### src/rtl/tt_um_tomamints_sum_seq.sv
// Byte-stream accumulator tile: synchronises slow host strobes, detects rising edges,
// and sequences an ACC_W-bit wrapping sum with busy/done/overflow/error status.
module tt_um_tomamints_sum_seq #(
    parameter int ACC_W       = 12,
    parameter int MAX_OPS     = 15,
    parameter int SYNC_STAGES = 2
) (
    input  logic       clk,
    input  logic       rst_n,
    input  logic       ena,
    input  logic [7:0] ui_in,
    input  logic [7:0] uio_in,
    output logic [7:0] uio_out,
    output logic [7:0] uio_oe,
    output logic [7:0] uo_out
);

    typedef enum logic [1:0] {IDLE, ACCUM, DONE} state_t;

    localparam logic [3:0] MAX_CNT = 4'(MAX_OPS);

    state_t             state_q, state_d;
    logic [ACC_W-1:0]   acc_q, acc_d;
    logic [3:0]         cnt_q, cnt_d;
    logic               ovf_q, ovf_d;
    logic               err_q, err_d;

    logic [3:0]         sync_q [SYNC_STAGES];
    logic [3:0]         synced;
    logic [1:0]         prev_q;
    logic               start_rise;
    logic               valid_rise;
    logic [ACC_W:0]     sum;
    logic [11:0]        acc_ext;
    logic               unused_pins;

    assign unused_pins = &{1'b0, uio_in[7:4]};

    assign synced     = sync_q[SYNC_STAGES-1];
    assign start_rise = synced[0] & ~prev_q[0];
    assign valid_rise = synced[1] & ~prev_q[1];

    // Synchroniser and edge history run regardless of ena so a rise seen while
    // disabled is consumed rather than replayed when the tile is re-enabled.
    always_ff @(posedge clk or negedge rst_n) begin
        if (!rst_n) begin
            for (int i = 0; i < SYNC_STAGES; i++) sync_q[i] <= '0;
            prev_q <= '0;
        end else begin
            sync_q[0] <= uio_in[3:0];
            for (int i = 1; i < SYNC_STAGES; i++) sync_q[i] <= sync_q[i-1];
            prev_q <= synced[1:0];
        end
    end

    always_ff @(posedge clk or negedge rst_n) begin
        if (!rst_n) begin
            state_q <= IDLE;
            acc_q   <= '0;
            cnt_q   <= '0;
            ovf_q   <= 1'b0;
            err_q   <= 1'b0;
        end else begin
            state_q <= state_d;
            acc_q   <= acc_d;
            cnt_q   <= cnt_d;
            ovf_q   <= ovf_d;
            err_q   <= err_d;
        end
    end

    assign sum = {1'b0, acc_q} + {{(ACC_W-7){1'b0}}, ui_in};

    always_comb begin
        state_d = state_q;
        acc_d   = acc_q;
        cnt_d   = cnt_q;
        ovf_d   = ovf_q;
        err_d   = err_q;
        if (ena) begin
            if (start_rise) begin
                // A coincident valid rise is deliberately dropped here.
                acc_d   = '0;
                cnt_d   = '0;
                ovf_d   = 1'b0;
                err_d   = 1'b0;
                state_d = ACCUM;
            end else if (valid_rise) begin
                case (state_q)
                    ACCUM: begin
                        acc_d = sum[ACC_W-1:0];
                        cnt_d = cnt_q + 4'd1;
                        if (sum[ACC_W]) ovf_d = 1'b1;
                        if (synced[2] || (cnt_d == MAX_CNT)) state_d = DONE;
                    end
                    DONE:    err_d = 1'b1;
                    default: ;
                endcase
            end
        end
    end

    assign acc_ext = 12'(acc_q);
    assign uo_out  = synced[3] ? {cnt_q, acc_ext[11:8]} : acc_q[7:0];
    assign uio_out = {err_q, ovf_q, state_q == DONE, state_q == ACCUM, 4'b0000};
    assign uio_oe  = 8'hF0;

endmodule

### config.mk
export PLATFORM = sky130hd
export DESIGN_NAME = tt_um_tomamints_sum_seq
export DESIGN_NICKNAME = d
export VERILOG_FILES = /design/src/rtl/tt_um_tomamints_sum_seq.sv
export SDC_FILE = /design/constraint.sdc
export NUM_CORES = 1
export LEC_CHECK = 0
export BUFFER_PORTS_ARGS = -buffer_cell sky130_fd_sc_hd__buf_2
export CORE_MARGIN = 3
export CORE_UTILIZATION = 30
export CTS_CLUSTER_DIAMETER = 80
export DETAILED_ROUTE_END_ITERATION = 10
export PLACE_DENSITY = 0.5
export REMOVE_ABC_BUFFERS = 1
export SLEW_MARGIN = 40
export SYNTH_ARGS = -nofsm -noshare
export SYNTH_HDL_FRONTEND = slang
export SYNTH_SLANG_ARGS = --single-unit
### constraint.sdc
create_clock -name clk -period 3.3 [get_ports clk]
set_clock_uncertainty 0.2 [all_clocks]
set_input_delay 0 -clock clk [delete_from_list [all_inputs] [get_ports clk]]
set_output_delay 0 -clock clk [all_outputs]
set_load 0.01 [all_outputs]
Word-level counts from Yosys, hierarchy flattened
Cells that the tools add are included.
{ "op_classes": {"add_sub_neg": 2, "n_eq_ne": 3, "mux": 18, "n_bitwise": 4, "reduce_logical": 10} }
{ "ops": {"columns": ["operator", "n"], "rows": [
  ["2-to-1 mux 12 bit", 3],
  ["adder 12 x 8 -> 13 bit", 1],
  ["2-to-1 mux 4 bit", 3],
  ["nonzero test 2 bit", 5],
  ["2-to-1 mux 2 bit", 4],
  ["2-to-1 mux 8 bit", 1],
  ["AND reduction 4 bit", 2],
  ["2-to-1 mux 1 bit", 7],
  ["AND reduction 3 bit", 2],
  ["adder 4 x 1 -> 4 bit (second input constant)", 1],
  ["equality test 4 bit (second input constant)", 1],
  ["AND 1 bit", 2],
  ["equality test 2 x 1 -> 1 bit (second input constant)", 1],
  ["equality test 2 bit (second input constant)", 1],
  ["NOT 1 bit", 2],
  ["logical OR 1 bit", 1]
]} }
{ "word_totals": {"register_bits": 30, "in_bits": 19, "output_inout_bits": 24, "word_cells": 45} }

Longest topological paths before layout
{ "depth": {"ltp_word": 7, "mapped_depth": 7, "ltp_nobuf": 7} }

Worst setup path after synthesis
No wires, ideal clock.
{ "synth_timing": {"path_type": "register -> register", "from": "register acc_q[0], in the netlist acc_ext[0]", "to": "register ovf_q", "setup_ns": 0.119, "arrival_ns": 1.857, "path_slack_ns": 1.124, "stages_incl_launch_ff": 8, "path_buffers": 0, "path_cell_list": "dfrtp_1 -> ha_1 -> fa_1 -> a211oi_2 -> o21ai_1 -> a31oi_1 -> nor3b_1 -> o21a_1"} }
{ "synth_between": {"elab_chain_len": 3} }
{ "synth_rtl": {"columns": ["element", "line", "source"], "rows": [
  ["from (decl)", "23", "logic [ACC_W-1:0] acc_q, acc_d;"],
  ["from (signal assigned)", "59", "acc_q <= '0;"],
  ["from (signal assigned)", "65", "acc_q <= acc_d;"],
  ["adder 12 x 8 -> 13 bit", "72", "assign sum = {1'b0, acc_q} + {{(ACC_W-7){1'b0}}, ui_in};"],
  ["nonzero test 2 bit (no source line)", null, null],
  ["AND reduction 4 bit (no source line)", null, null],
  ["to (signal assigned)", "67", "ovf_q <= ovf_d;"],
  ["to (decl)", "25", "logic ovf_q, ovf_d;"]
]} }
No other way between the ends.
A chain may end at the register's enable or synchronous reset.

Final worst setup path
Same ends and word-level chain as after synthesis.

==> impl_metrics.tcl <==
set metrics [dict create \
    hold_viol 0 \
    overflow 0 \
    postSynth.asyncResetShare 1.000 \
    period_needed_ns 2.388 \
    clk_latency_ns 0.28 \
    critical_path_arrival_ns 2.36 \
    dp.cells 254 \
    path_delay_family "compound AO/OA/AOI/OAI gates" \
    start_util 0.3200 \
    viasPerCell 4.561 \
    reg2reg_from "acc_ext[0]" \
    cts_buffer_depth 2 \
    cts.htree.levels 2 \
    die_y_um 80.98 \
    synthCells 164 \
    cts_setup_buffers 0 \
    power_frac_seq 0.399 \
    grt_pass1_vias 1269 \
    path_max_fanout 5 \
    yosys.area.top_type "dfrtp_1" \
    cp_data_required_time_ns 3.27 \
    hold_path.startpoint "ui_in[7]" \
    maxCapViolCount 0 \
    endpoint_kind "register" \
    synth_top_family_by_area "compound AO/OA/AOI/OAI gates" \
    cp_slowest_stage_delay_ns 0.44 \
    peakVddDrop_v 0.0002837 \
    cp_slowest_cell "fa_1" \
    die_w_um 80.98 \
    syn_area_per_cell_um2 10.28 \
    finalNonFillerCells 269 \
    hp-class "in2reg" \
    synth_area_leaders "dfrtp_1 45%, ha_1 7.4%, buf_4 6.7%" \
    critPathLaunch "acc_ext[0]" \
    power_per_cell_area_mw_per_mm2 566.7 \
    yosysSeqAreaShare 0.4451 \
    antenna_found_initial 0 \
    synthFlopType "dfrtp_1" \
    synth_cell_types 40 \
    wl_um 3346 \
    syn_area_mm2 0.001687 \
    criticalPathCategory "reg2reg" \
    final_max_slew_viol_count 0 \
    insertedDiodeCount 0 \
    p_leak_nw 0.9753 \
    ff2ff_setup_slack_ns 0.91 \
    setup_violations 0 \
    numClockSinks 30 \
    numCtsBuffers 5 \
    first_pass_iters 4 \
    root_buffer "clkbuf_8" \
    synth_xor_xnor_area_share 0.03635 \
    tns_ns 0 \
    combPwrFrac 0.276 \
    cts_tree "built" \
    synthAdderAreaFrac 0.08605 \
    min_delay_path_depth 4 \
    cp_num_buf_inv 0 \
    wl_per_cell_um 12.44 \
    drive_above_1_share 0.2462 \
    clk_pin_slew_ns 0.07 \
    rsz0062_at_grt "false" \
    synth-edff-count 0 \
    maxSlewHeadroom 0.5624 \
    post-route-util 0.3834 \
    netlist.area_leader.share 0.4451 \
    core_area_mm2 0.005270 \
    ys_warn_count 0 \
    dp_hpwl_um 2481 \
    io_buffers 26 \
    sw_frac_of_total 0.3038 \
    grt_start_max_net_pins 31 \
    drc 0 \
    gp_congestion 0.7262 \
    tightest_slew_ns 0.6564 \
    crit_chain "ha_1 -> fa_1 -> a211oi_2 -> o21ai_1 -> a31oi_1 -> nor3b_1 -> o21a_1" \
    ys_seq_elements 30 \
    fmax_mhz 418.8 \
    drtIter0Drc 53 \
    r2r_end "ovf_q" \
    clkPwrFrac 0.326 \
    min_to "acc_ext[7]" \
    grt.total_usage 0.1146 \
    p_int_mw 0.7972 \
    row_count 26 \
    synthSimpleGateAreaFrac 0.1254 \
    synth.mux.area_fraction 0.05341 \
    worst_r2r_path_depth 7 \
    io_pins 43 \
    grt_pass1_wl_um 5747 \
    synth_compound_area_frac 0.1728 \
    die_area_mm2 0.006558 \
    vias 1227 \
    syn_to_final_growth_pct 19.81 \
    outcome "complete, no violations" \
    nets 229 \
    startpoint_type "register" \
    power.switching_mw 0.3479 \
    ant_nets 0 \
    period_share 0.7236 \
]
-- cells in the final DEF, fill, tap and decap left out, types with 2 or more instances in the layout --
cell type,synthesis,final
nand2_1,16,16
a31oi_1,2,2
conb_1,2,12
a22o_1,3,3
or3_1,4,4
a211oi_2,2,2
inv_1,2,2
a21oi_1,10,10
nand3_1,4,4
buf_2,1,26
o21ai_0,10,10
mux2_2,8,8
nor2b_1,2,2
dlygate4sd3_1,0,8
xnor2_1,2,2
o21bai_1,2,2
nor2_1,6,6
and3_1,2,2
ha_1,10,10
clkbuf_8,0,6
a21o_1,2,2
dfrtp_1,30,30
o21ai_1,7,7
xor2_1,5,5
-- flip-flops by register name, summed over array words and instances, names as in the netlist --
register  cells
acc_ext      12
cnt_q         4
err_q         1
ovf_q         1
prev_q        2
state_q       2
sync_q        4
synced        4
-- through the flow --
step	area [um2]	power, mW	hold slack [ns]	setup slack, ns
floorplan	1603	0.6811	-0.4956	1.124
global placement	1828	0.7754	-0.1138	0.8768
detailed placement	1828	0.7755	-0.1148	0.8918
CTS	2021	1.166	0.02257	0.8845
global route	2021	1.227	0.02736	0.7433
finish	2021	1.145	0.01891	0.9121
-- per-layer routing --
layer,up-vias,share of wire,track usage
met1,554,0.51,0.1502
met5,-,0,0
met4,0,0.021,0.05068
met3,9,0.061,0.03437
li1,625,-,-
met2,39,0.41,0.1741
-- synthesized netlist by cell type (3+ instances only) --
| cell | count |
|---|---|
| a21oi_1 | 10 |
| a22o_1 | 3 |
| buf_4 | 15 |
| dfrtp_1 | 30 |
| ha_1 | 10 |
| mux2_2 | 8 |
| nand2_1 | 16 |
| nand3_1 | 4 |
| nor2_1 | 6 |
| o21ai_0 | 10 |
| o21ai_1 | 7 |
| or3_1 | 4 |
| xor2_1 | 5 |
-- power by group through the flow --
stage / clock network (mW) / registers (mW) / logic (mW)
6_report: 0.373 / 0.457 / 0.316
5_1_grt: 0.405 / 0.465 / 0.357
4_1_cts: 0.388 / 0.458 / 0.320
3_5_place_dp: 0 / 0.465 / 0.311
3_3_place_gp: 0 / 0.465 / 0.311
2_1_floorplan: 0 / 0.450 / 0.231
-- layout make-up --
| cell class | count | area, um2 |
|---|---|---|
| Clock buffer | 6 | 82.58 |
| Clock inverter | 1 | 30.03 |
| Fill cell | 543 | 3249 |
| Inverter | 2 | 7.507 |
| Multi-Input combinational cell | 125 | 844.6 |
| Sequential cell | 30 | 750.7 |
| Tap cell | 70 | 87.58 |
| Timing Repair Buffer | 35 | 217.7 |
-- worst min-delay path, delay by kind of cell --
family / cells / cell delay [ns]
buffers and inverters: 1 / 0.09
adder cells (fa/ha/maj): 1 / 0.17
AO/OA/AOI/OAI: 1 / 0.13
XOR/XNOR: 1 / 0.07
-- logic make-up after synthesis --
family	Yosys count
compound gates	45
xor+xnor	7
fa+ha+maj	11
buf+inv	19
flops	30
mux	8
other cells	2
simple gates	42
-- what timing repair did --
item,4_1_cts,5_1_grt
hold endpoints to repair,44,0
hold buffers,8,0
gates resized for setup,0,0
-- how the worst max path moves through the flow --
stage	to	slack, ns	cells past startpoint
after floorplan	ovf_q	1.12	7
after global routing	ovf_q	0.74	7
after detailed placement	ovf_q	0.89	7
final	ovf_q	0.91	7
after CTS	ovf_q	0.88	7
after global placement	ovf_q	0.88	7
Power figures use the tool's default switching activity.
